$ cat src/rtl/fpu_seq_pkg.sv
// rtl/fpu_seq_pkg.sv - shared types, opcodes and latency lookup for the FPU issue sequencer
package fpu_seq_pkg;

  // Sequencer states
  typedef enum logic [1:0] {
    ST_IDLE = 2'd0,
    ST_EXEC = 2'd1,
    ST_WAIT = 2'd2,
    ST_WB   = 2'd3
  } state_t;

  // FPU opcodes, encoded to match the control unit's FPUOpcode field
  localparam logic [3:0] OP_ADD   = 4'b0000;
  localparam logic [3:0] OP_SUB   = 4'b0001;
  localparam logic [3:0] OP_MULT  = 4'b0010;
  localparam logic [3:0] OP_DIV   = 4'b0011;
  localparam logic [3:0] OP_NEG   = 4'b0100;
  localparam logic [3:0] OP_ROUND = 4'b0101;
  localparam logic [3:0] OP_F2B   = 4'b0110;
  localparam logic [3:0] OP_B2F   = 4'b0111;
  localparam logic [3:0] OP_CEQ   = 4'b1000;
  localparam logic [3:0] OP_CNE   = 4'b1001;
  localparam logic [3:0] OP_CLT   = 4'b1010;
  localparam logic [3:0] OP_CLE   = 4'b1011;
  localparam logic [3:0] OP_CGT   = 4'b1100;
  localparam logic [3:0] OP_CGE   = 4'b1101;
  localparam logic [3:0] OP_MTF   = 4'b1110;
  localparam logic [3:0] OP_MFF   = 4'b1111;

  // Latency value reserved for ops that finish on fpu_done instead of a count
  localparam logic [3:0] LAT_VARIABLE = 4'd0;

  // Cycles from fpu_start to a valid result, plus one; 0 means variable latency
  function automatic logic [3:0] fpu_latency(input logic [3:0] op);
    logic [3:0] lat;
    lat = 4'd1;
    case (op)
      OP_ADD:   lat = 4'd2;
      OP_SUB:   lat = 4'd2;
      OP_MULT:  lat = 4'd3;
      OP_DIV:   lat = LAT_VARIABLE;
      OP_NEG:   lat = 4'd1;
      OP_ROUND: lat = 4'd2;
      OP_F2B:   lat = 4'd2;
      OP_B2F:   lat = 4'd2;
      OP_MTF:   lat = 4'd1;
      OP_MFF:   lat = 4'd1;
      default:  lat = 4'd1;
    endcase
    return lat;
  endfunction

endpackage

$ cat src/rtl/fpu_sequencer.sv
// rtl/fpu_sequencer.sv - multi-cycle issue controller between decode and the FPU core
module fpu_sequencer
  import fpu_seq_pkg::*;
#(
  parameter int TIMEOUT_CYCLES = 32,
  parameter int DATA_W         = 32
) (
  input  logic              clk,
  input  logic              rst_b,
  input  logic              issue_valid,
  input  logic [3:0]        issue_opcode,
  input  logic              issue_fp_we,
  input  logic [4:0]        issue_dest,
  output logic              issue_ready,
  output logic              stall,
  output logic              fpu_start,
  output logic [3:0]        fpu_opcode,
  input  logic              fpu_done,
  input  logic [DATA_W-1:0] fpu_result,
  output logic              wb_valid,
  output logic              wb_fp,
  output logic [4:0]        wb_dest,
  output logic [DATA_W-1:0] wb_data,
  output logic              err
);

  // Timer is wide enough to hold TIMEOUT_CYCLES-1
  localparam int             TW          = $clog2(TIMEOUT_CYCLES) + 1;
  localparam logic [TW-1:0]  TIMER_LAST  = TW'(TIMEOUT_CYCLES - 1);

  state_t        state;
  logic [3:0]    count;
  logic [TW-1:0] timer;
  logic [3:0]    issue_lat;

  assign issue_lat = fpu_latency(issue_opcode);

  // Handshake outputs depend on the live issue_valid so decode freezes in the accept cycle
  assign issue_ready = (state == ST_IDLE);
  assign stall       = ((state == ST_IDLE) && issue_valid) ||
                       (state == ST_EXEC) || (state == ST_WAIT);

  // Sequencer FSM with registered start, writeback and error outputs
  always_ff @(posedge clk or posedge rst_b) begin
    if (rst_b) begin
      state      <= ST_IDLE;
      count      <= 4'd0;
      timer      <= '0;
      fpu_start  <= 1'b0;
      fpu_opcode <= 4'd0;
      wb_valid   <= 1'b0;
      wb_fp      <= 1'b0;
      wb_dest    <= 5'd0;
      wb_data    <= '0;
      err        <= 1'b0;
    end else begin
      fpu_start <= 1'b0;
      wb_valid  <= 1'b0;
      case (state)
        ST_IDLE: begin
          if (issue_valid) begin
            fpu_opcode <= issue_opcode;
            wb_dest    <= issue_dest;
            wb_fp      <= issue_fp_we;
            fpu_start  <= 1'b1;
            timer      <= '0;
            if (issue_lat == LAT_VARIABLE) begin
              count <= 4'd0;
              state <= ST_WAIT;
            end else begin
              count <= issue_lat - 4'd1;
              state <= ST_EXEC;
            end
          end
        end
        ST_EXEC: begin
          // fpu_done is deliberately ignored here; the count alone decides
          if (count == 4'd0) begin
            wb_data  <= fpu_result;
            wb_valid <= 1'b1;
            state    <= ST_WB;
          end else begin
            count <= count - 4'd1;
          end
        end
        ST_WAIT: begin
          // Completion is checked first so a late done still beats the timeout
          if (fpu_done) begin
            wb_data  <= fpu_result;
            wb_valid <= 1'b1;
            state    <= ST_WB;
          end else if (timer == TIMER_LAST) begin
            err   <= 1'b1;
            state <= ST_IDLE;
          end else begin
            timer <= timer + TW'(1);
          end
        end
        ST_WB: begin
          state <= ST_IDLE;
        end
        default: begin
          state <= ST_IDLE;
        end
      endcase
    end
  end

endmodule

$ cat config.mk
export PLATFORM = sky130hd
export DESIGN_NAME = fpu_sequencer
export DESIGN_NICKNAME = d
export VERILOG_FILES = /design/src/rtl/fpu_seq_pkg.sv /design/src/rtl/fpu_sequencer.sv
export SDC_FILE = /design/constraint.sdc
export NUM_CORES = 1
export LEC_CHECK = 0
export ABC_CLOCK_PERIOD_IN_PS = 4400
export CORE_MARGIN = 3
export CORE_UTILIZATION = 25
export DETAILED_ROUTE_END_ITERATION = 10
export PLACE_DENSITY = 0.59
export SKIP_CTS_REPAIR_TIMING = 1
export SLEW_MARGIN = 20
export SYNTH_ARGS = -nofsm -noshare
export SYNTH_HDL_FRONTEND = slang
export SYNTH_SLANG_ARGS = --single-unit
$ cat constraint.sdc
create_clock -name clk -period 4.4 [get_ports clk]
set_clock_uncertainty 0.2 [all_clocks]
set_input_delay 0.44 -clock clk [delete_from_list [all_inputs] [get_ports clk]]
set_output_delay 0.44 -clock clk [all_outputs]
set_load 0.1 [all_outputs]
==> metrics.md <==
| Metric | Value |
|---|---|
| FMAX | 0.344 GHz |
| First-pass GRT wire length | 9250 um |
| CP required | 3.76 ns |
| Die Area | 11,100 sq um |
| Multi-input logic area | 968 sq um |
| Synth Register Bits | 57 |
| Routed len/inst | 13.5 um |
| CTS max path bufs | 2 |
| Mapped cell area | 2460 sq um |
| CTS Sinks | 57 |
| Critical path cell sequence | inv_1, ha_1, clkdlybuf4s50_1 |
| Gr ovfl total | 0 |
| Largest net degree at the start of global routing | 34 |
| Post-Synth Adder-Cell Area | 2.55% |
| Leading area contributor after synthesis | dfrtp_1 |
| Main combinational cell family by area after synthesis | multiplexers |
| Num ports | 93 |
| Post-synth top area share | 58.0% |
| Fin. Hold Viols | 0 |
| Length in cells of the worst reg-to-reg path | 6 |
| CP max FO | 8 |
| Slew @ Worst Pin | 1.01 ns |
| Reg area | 1430 sq um |
| Ys async rst share | 100% |
| Initial Utilization | 26.1% |
| RSZ-0062 raised after global routing | no |
| Minimum clock period | 2.91 ns |
| Mux cell area share after synthesis | 20.6% |
| Non-Filler Instances | 423 |
| Initial antenna violation count | 0 |
| Top FF cell, synth | dfrtp_1 |
| Synth Warn # | 0 |
| Slew margin rel. | 32.3% |
| Syn Area/Cell | 12.8 sq um |
| Crit end category | output port |
| Syn Inst Count | 192 |
| Fillers | 914 |
| Most common cell in the netlist | dfrtp_1 |
| Status | finished clean |
| Rows | 35 |
| Simple-gate share of the synthesized area | 10.1% |
| Most frequent cells after synthesis | dfrtp_1 (57), mux2_2 (43), nor2_1 (11), inv_1 (10), o21ai_0 (8) |
| Vert. Die Dim | 105 um |
| R2R setup slack | 2.04 ns |
| Synth area leaders | dfrtp_1 (58%), mux2_2 (20%), ha_1 (2.5%) |
| CTS clk-pin slew, worst paths | 0.07 ns |
| Placed cell areas | 3530 sq um |
| Setup TNS | 0 ns |
| Die extent in x | 105 um |
| Crit path max-delay family | buffers and inverters |
| Worst skew pair latency | 0.32 ns |
| DRC errors left | 0 |
| Post-synth EDFFs | 0 |
| Number of global-route vias before repair | 1,837 |
| WHS Path Cells | 1 |
| Final Max Slew Viols | 0 |
| Area delta synth->final | 53.0% |
| Worst path bufs/invs | 2 |
| H-tree Lvls | 3 |
| WL final | 5690 um |
| CTS tree | done |
| # setup viols final | 0 |
| Peak per-stage delay on the critical path | 1.18 ns |
| Post-Synth XOR/XNOR Area | 0.713% |
| Total GRT Usage | 10.6% |
| Period utilisation layout | 66.1% |
| Root Driver | clkbuf_8 |
| Number of port buffers | 92 |
| Core Footprint | 9420 sq um |
| Share of layout cells above drive strength 1 | 22.4% |
| Hold Path Class | register to register |
| DPL Wire Length | 4120 um |
| Synth Area in Compound Gates | 5.19% |
| Synth cell types | 35 |
| Design area | 3760 sq um |
| 1st-iter DRT viols | 40 |
| ANT cells | 0 |
| Number of antenna-violating nets in the routed design | 0 |
| CP Depth | 3 |
| Routability cong. | 0.748 |
| Crit start category | register |
| Final #Nets | 341 |
| Critical-path top delay cell | clkdlybuf4s50_1 |
| Via-to-Cell Ratio | 4.37 |
| Placed insts | 408 |
| Max-cap violations | 0 |
| Register area share after synthesis | 58.0% |
| First-pass DRT Iterations | 4 |
| Via count | 1,848 |
| Kind of critical path | register to output port |
| Synthesized net count | 243 |
| TritonCTS Buffers | 9 |
| CP Data Arrival Time | 2.27 ns |
[logic make-up (layout without fill, tap and decap cells)]
logic type,Yosys count,in the layout
flip-flops,57,57
multiplexers,45,45
AND/OR/NAND/NOR,45,45
AO/OA/AOI/OAI,21,21
buffers and inverters,17,119
adder cells (fa/ha/maj),5,5
XOR/XNOR,2,2
[state kept, by name (all words and copies together) (netlist names)]
signal,count
wb_fp,1
state,2
wb_dest,5
timer,6
count,4
err,1
fpu_start,1
wb_data,32
fpu_opcode,4
wb_valid,1
[placed cells by master (no fill, tap or decap), types with 2 or more instances in the layout]
cell             count
bufinv_16            3
nor2_1              11
nand3_1              5
a21oi_1              6
ha_1                 5
and3_1               2
or4_1                2
xnor2_1              2
nand4_1              3
clkbuf_8             9
mux2_2              43
dfrtp_1             57
clkinv_2             2
mux2_1               2
clkdlybuf4s50_1     91
buf_4                3
nor2b_1              3
nor3_1               3
or3_1                2
o21ai_0              8
nand2_1              7
inv_1                9
[final timing paths]
| kind | startpoint | end |
|---|---|---|
| worst max-delay path | state[0]$_DFFE_PP0P_ | issue_ready |
| worst max register to register | state[0]$_DFFE_PP0P_ | timer[5]$_DFFE_PP0P_ |
| max in group asynchronous | rst_b | count[1]$_DFFE_PP0P_ |
| min in group asynchronous | rst_b | wb_data[26]$_DFFE_PP0P_ |
| worst min-delay path | err$_DFFE_PP0P_ | err$_DFFE_PP0P_ |
| worst min register to register | err$_DFFE_PP0P_ | err$_DFFE_PP0P_ |
[stage by stage]
stage	utilization, %	hold WS (ns)	setup WS, ns
finish	39.9	0.258	1.49
global route	39.9	0.267	1.39
CTS	39.9	0.261	1.45
detailed placement	37.5	0.246	1.82
global placement	37.5	0.242	1.86
floorplan	-	0.292	1.20
[layout make-up]
cell class	instances	area share (%)
Multi-Input combinational cell	118	25.8
Clock inverter	6	2.86
Sequential cell	57	37.9
Clock buffer	9	3.30
Timing Repair Buffer	94	24.8
Inverter	10	0.999
Tap cell	129	4.29
[layer usage]
| metal | up-vias | wire [um] | GRT usage [%] |
|---|---|---|---|
| li1 | 876 | - | - |
| met1 | 908 | 2490 | 13.0 |
| met2 | 56 | 2830 | 17.3 |
| met3 | 8 | 277 | 2.90 |
| met4 | 0 | 94 | 5.34 |
| met5 | - | 0 | 0 |
Power is not shown: default switching activity piles up to over one toggle a cycle in this logic, so the estimate is an artifact.
